<file path="src/rtl/demux1n2_24bit_buf.sv">
// Registered 1-to-2 demultiplexer: steers each producer word, chosen by Sel,
// into one of two independent 2-entry FIFOs, each draining to its own consumer.
// InReady looks only at the selected channel's registered occupancy, so a
// stall on one channel never blocks traffic routed to the other.
module demux1n2_24bit_buf #(
  parameter int WIDTH = 24
) (
  input  logic             Clock,
  input  logic             Reset,
  input  logic             InValid,
  output logic             InReady,
  input  logic [WIDTH-1:0] InData,
  input  logic             Sel,
  output logic             Out0Valid,
  input  logic             Out0Ready,
  output logic [WIDTH-1:0] Out0Data,
  output logic             Out1Valid,
  input  logic             Out1Ready,
  output logic [WIDTH-1:0] Out1Data,
  output logic [7:0]       Count0,
  output logic [7:0]       Count1
);

  // Per-channel state, indexed [channel]; storage indexed [channel][entry]
  logic [1:0][1:0][WIDTH-1:0] mem_q, mem_d;
  logic [1:0]                 rd_ptr_q, rd_ptr_d;
  logic [1:0]                 wr_ptr_q, wr_ptr_d;
  logic [1:0][1:0]            occ_q, occ_d;
  logic [1:0][7:0]            cnt_q, cnt_d;

  logic                       push;
  logic [1:0]                 push_ch;
  logic [1:0]                 pop;
  logic [1:0]                 sel_occ;

  // Handshake decode: ready depends only on registered occupancy and Sel
  always_comb begin
    sel_occ   = Sel ? occ_q[1] : occ_q[0];
    InReady   = !Reset && (sel_occ != 2'd2);
    push      = InValid && InReady;
    push_ch   = {push && Sel, push && !Sel};
    Out0Valid = (occ_q[0] != 2'd0);
    Out1Valid = (occ_q[1] != 2'd0);
    Out0Data  = Out0Valid ? mem_q[0][rd_ptr_q[0]] : '0;
    Out1Data  = Out1Valid ? mem_q[1][rd_ptr_q[1]] : '0;
    pop       = {Out1Valid && Out1Ready, Out0Valid && Out0Ready};
    Count0    = cnt_q[0];
    Count1    = cnt_q[1];
  end

  // Next-state for both FIFOs; a push and a pop in the same cycle cancel in
  // the occupancy while both pointers advance, preserving order
  always_comb begin
    mem_d    = mem_q;
    rd_ptr_d = rd_ptr_q;
    wr_ptr_d = wr_ptr_q;
    occ_d    = occ_q;
    cnt_d    = cnt_q;
    for (int c = 0; c < 2; c++) begin
      if (push_ch[c]) begin
        mem_d[c][wr_ptr_q[c]] = InData;
        wr_ptr_d[c]           = ~wr_ptr_q[c];
        cnt_d[c]              = cnt_q[c] + 8'd1;
      end
      if (pop[c]) begin
        rd_ptr_d[c] = ~rd_ptr_q[c];
      end
      occ_d[c] = occ_q[c] + {1'b0, push_ch[c]} - {1'b0, pop[c]};
    end
  end

  // State registers; reset discards any words in flight
  always_ff @(posedge Clock or posedge Reset) begin
    if (Reset) begin
      mem_q    <= '0;
      rd_ptr_q <= '0;
      wr_ptr_q <= '0;
      occ_q    <= '0;
      cnt_q    <= '0;
    end else begin
      mem_q    <= mem_d;
      rd_ptr_q <= rd_ptr_d;
      wr_ptr_q <= wr_ptr_d;
      occ_q    <= occ_d;
      cnt_q    <= cnt_d;
    end
  end

endmodule

</file>
<file path="config.mk">
export PLATFORM = sky130hd
export DESIGN_NAME = demux1n2_24bit_buf
export DESIGN_NICKNAME = d
export VERILOG_FILES = /design/src/rtl/demux1n2_24bit_buf.sv
export SDC_FILE = /design/constraint.sdc
export NUM_CORES = 1
export LEC_CHECK = 0
export CORE_UTILIZATION = 48
export CTS_CLUSTER_DIAMETER = 30
export DETAILED_ROUTE_END_ITERATION = 8
export PLACE_DENSITY_LB_ADDON = 0.2
export SYNTH_ARGS = -nofsm -noshare
export SYNTH_HDL_FRONTEND = slang
export SYNTH_SLANG_ARGS = --single-unit
</file>
<file path="constraint.sdc">
create_clock -name Clock -period 4 [get_ports Clock]
set_input_delay 0.8 -clock Clock [delete_from_list [all_inputs] [get_ports Clock]]
set_output_delay 0.8 -clock Clock [all_outputs]
set_load 0.05 [all_outputs]
</file>
==> impl_metrics.ini <==
[clock_tree]
clkTransAtPathRegs_ns = 0.05
clkLatencyLatePin_ns = 0.41
cts_tree = yes
cts_buffers = 17
htreeDepth = 4
cts_setup_buffers = 0
clkSinkCount = 120
cts-hold-fix-buffers = 0
cts_resized = 0
cts_root_buffer = clkbuf_16
clk_path_buf_depth = 2

[critical_path]
required_ns = 3.20
critPathMaxFanout = 25
startpoint_type = flip-flop
cpPeakStageDelay_ns = 0.96
crit_chain = mux2i_1 -> nor2_1 -> clkdlybuf4s50_1
path_class = flip-flop to output port
path_buf_inv = 1
crit_slowest_cell = dfrtp_2
worst_ep_arrival_time_ns = 2.64
critPathTopFamily = flip-flops
end_kind = output port

[placement]
place_hpwl_mm = 7.27
placed_cell_area_um2 = 6530
preCtsSetupSlack_ns = 0.865
io_buffers = 96
globalplace.congestion = 0.779
dpl.cell_count = 628

[grt]
grt_max_degree = 60
grtUsageMet3_pct = 5.44
grt_pass1_wl_mm = 19.0
use_met2_pct = 35.1
antenna_found_initial = 0
top_usage_layer = met2
globalRouteOverflowTotal = 0
grt_util_met1_pct = 28.7
grt_use_total_pct = 21.8
grt_pass1_vias = 3696

[detailed_routing]
dr.pass1.iters = 4
drtIter0Drc = 143
drcViolationCount = 0
wl_per_cell_um = 17.4
final_antenna_net_count = 0
vias_per_cell = 5.21
drt_wl_total_mm = 11.5
vias = 3439

[die]
pin_count = 97
die_x_um = 109
dieArea_um2 = 11800
core_area_um2 = 11000
die_h_um = 109
placement_rows = 38
initial_core_util_pct = 49.9

[worst_hold_path]
hold_class = flip-flop to flip-flop

[finish]
area_growth_pct = 31.5
final_common_cell = dfrtp_1
stdcell_area_um2 = 7200
layout-drive-gt1-share_pct = 26.9
antenna_cells = 0
mostFrequentLayoutCells = 118 x dfrtp_1, 96 x clkdlybuf4s50_1, 77 x mux2_2
final_cells = 660
nets = 543

[logic_synthesis]
synth_cells = 407
syn-num-nets = 443
synth.avg_cell_area_um2 = 13.5
synth_cell_types = 24
synth_fa_ha_area_share_pct = 1.37
yosys.area.top_type = dfrtp_1
synthSimpleGateAreaFrac_pct = 6.85
synth_top_family_by_area = multiplexers
synth_compound_area_share_pct = 0
synth.mux.area_fraction_pct = 30.3
ys_seq_area_share_pct = 54.8
synth_area_um2 = 5480
synth_warnings = 0
synthTopCellsByArea = dfrtp_1 55%, mux2_2 16%, mux2i_1 9.0%, mux2_4 5.5%, nor2_1 3.6%
synth_xor_area_share_pct = 3.52
yosysTopAreaCellShare_pct = 54.8
synth-seq-cells = 120

[job]
drv_cap = 0

[sta]
relSlewSlack_pct = 38.8
setup_ws_ns = 0.565
period_share_pct = 85.9
setup_viol = 0
rsz0062_at_grt = no
fmax_ghz = 0.291
fin_skew_ns = 0.00850
slew_violations = 0
finalHoldViolations = 0
tns_ns = 0
min_period_ns = 3.44
tightest_slew_ns = 0.918

[status]
status = complete, no violations
==> worst paths after layout <==
kind                             startpoint           end  slack (ns)  depth (start not counted)
worst max-delay path            rd_ptr_q[0]  Out0Data[22]        0.56                          3
min in group asynchronous             Reset     Count1[2]        0.71                          2
max in group asynchronous             Reset     mem_q[61]        2.36                          3
worst min-delay path              Count0[7]     Count0[7]        0.47                          1
worst min register to register    Count0[7]     Count0[7]        0.47                          1
worst max register to register     occ_q[0]      mem_q[5]        1.76                          5
==> per-stage QoR <==
stage	hold slack (ns)	util, %
floorplan	0.451	-
global placement	0.460	59.5
detailed placement	0.464	59.5
CTS	0.470	65.6
global route	0.480	65.6
finish	0.469	65.6
==> cell families after synthesis <==
logic type                 after synthesis
DFF                                    120
and+or+nand+nor                         84
adders and majority gates                6
muxes                                  146
xor gates and xnor gates                22
buffers and inverters                   29
==> synth_stat cells, drive strengths merged <==
master,instances
nor2b,3
buf,16
nand4,6
ha,6
nor2,53
inv,7
nor3,2
mux2i,49
and4,1
nand3,2
mux2,97
xor2,4
clkbuf,6
dfrtp,120
and3,4
and2,1
nand2b,3
xnor2,18
nand2,9
==> per-layer routing <==
| layer | vias up | wire length [um] |
|---|---|---|
| met5 | - | 0 |
| met4 | 0 | 117 |
| met3 | 12 | 493 |
| met2 | 77 | 5490 |
| met1 | 1753 | 5380 |
| li1 | 1597 | - |
==> worst reg2reg max path, delay by kind of cell, from the launching register on <==
family / cells / cell delay [ns]
DFF: 1 / 0.38
and+or+nand+nor: 3 / 1.14
muxes: 1 / 0.45
buffers and inverters: 1 / 0.15
==> state kept, by name, indices dropped and copies added, names as in the netlist <==
signal,cells
Count1,8
Count0,8
mem_q,96
wr_ptr_q,2
rd_ptr_q,2
occ_q,4
==> final cells by class <==
| type | instances | area [um^2] |
|---|---|---|
| Inverter | 7 | 28.8 |
| Fill cell | 843 | 3780 |
| Clock buffer | 24 | 482 |
| Tap cell | 140 | 175 |
| Sequential cell | 120 | 3010 |
| Clock inverter | 8 | 190 |
| Multi-Input combinational cell | 258 | 2310 |
| Timing Repair Buffer | 103 | 1010 |
Power is left out: the tool's default activity adds up to more than one toggle a clock period on the data nets, which glitch-free logic cannot reach.
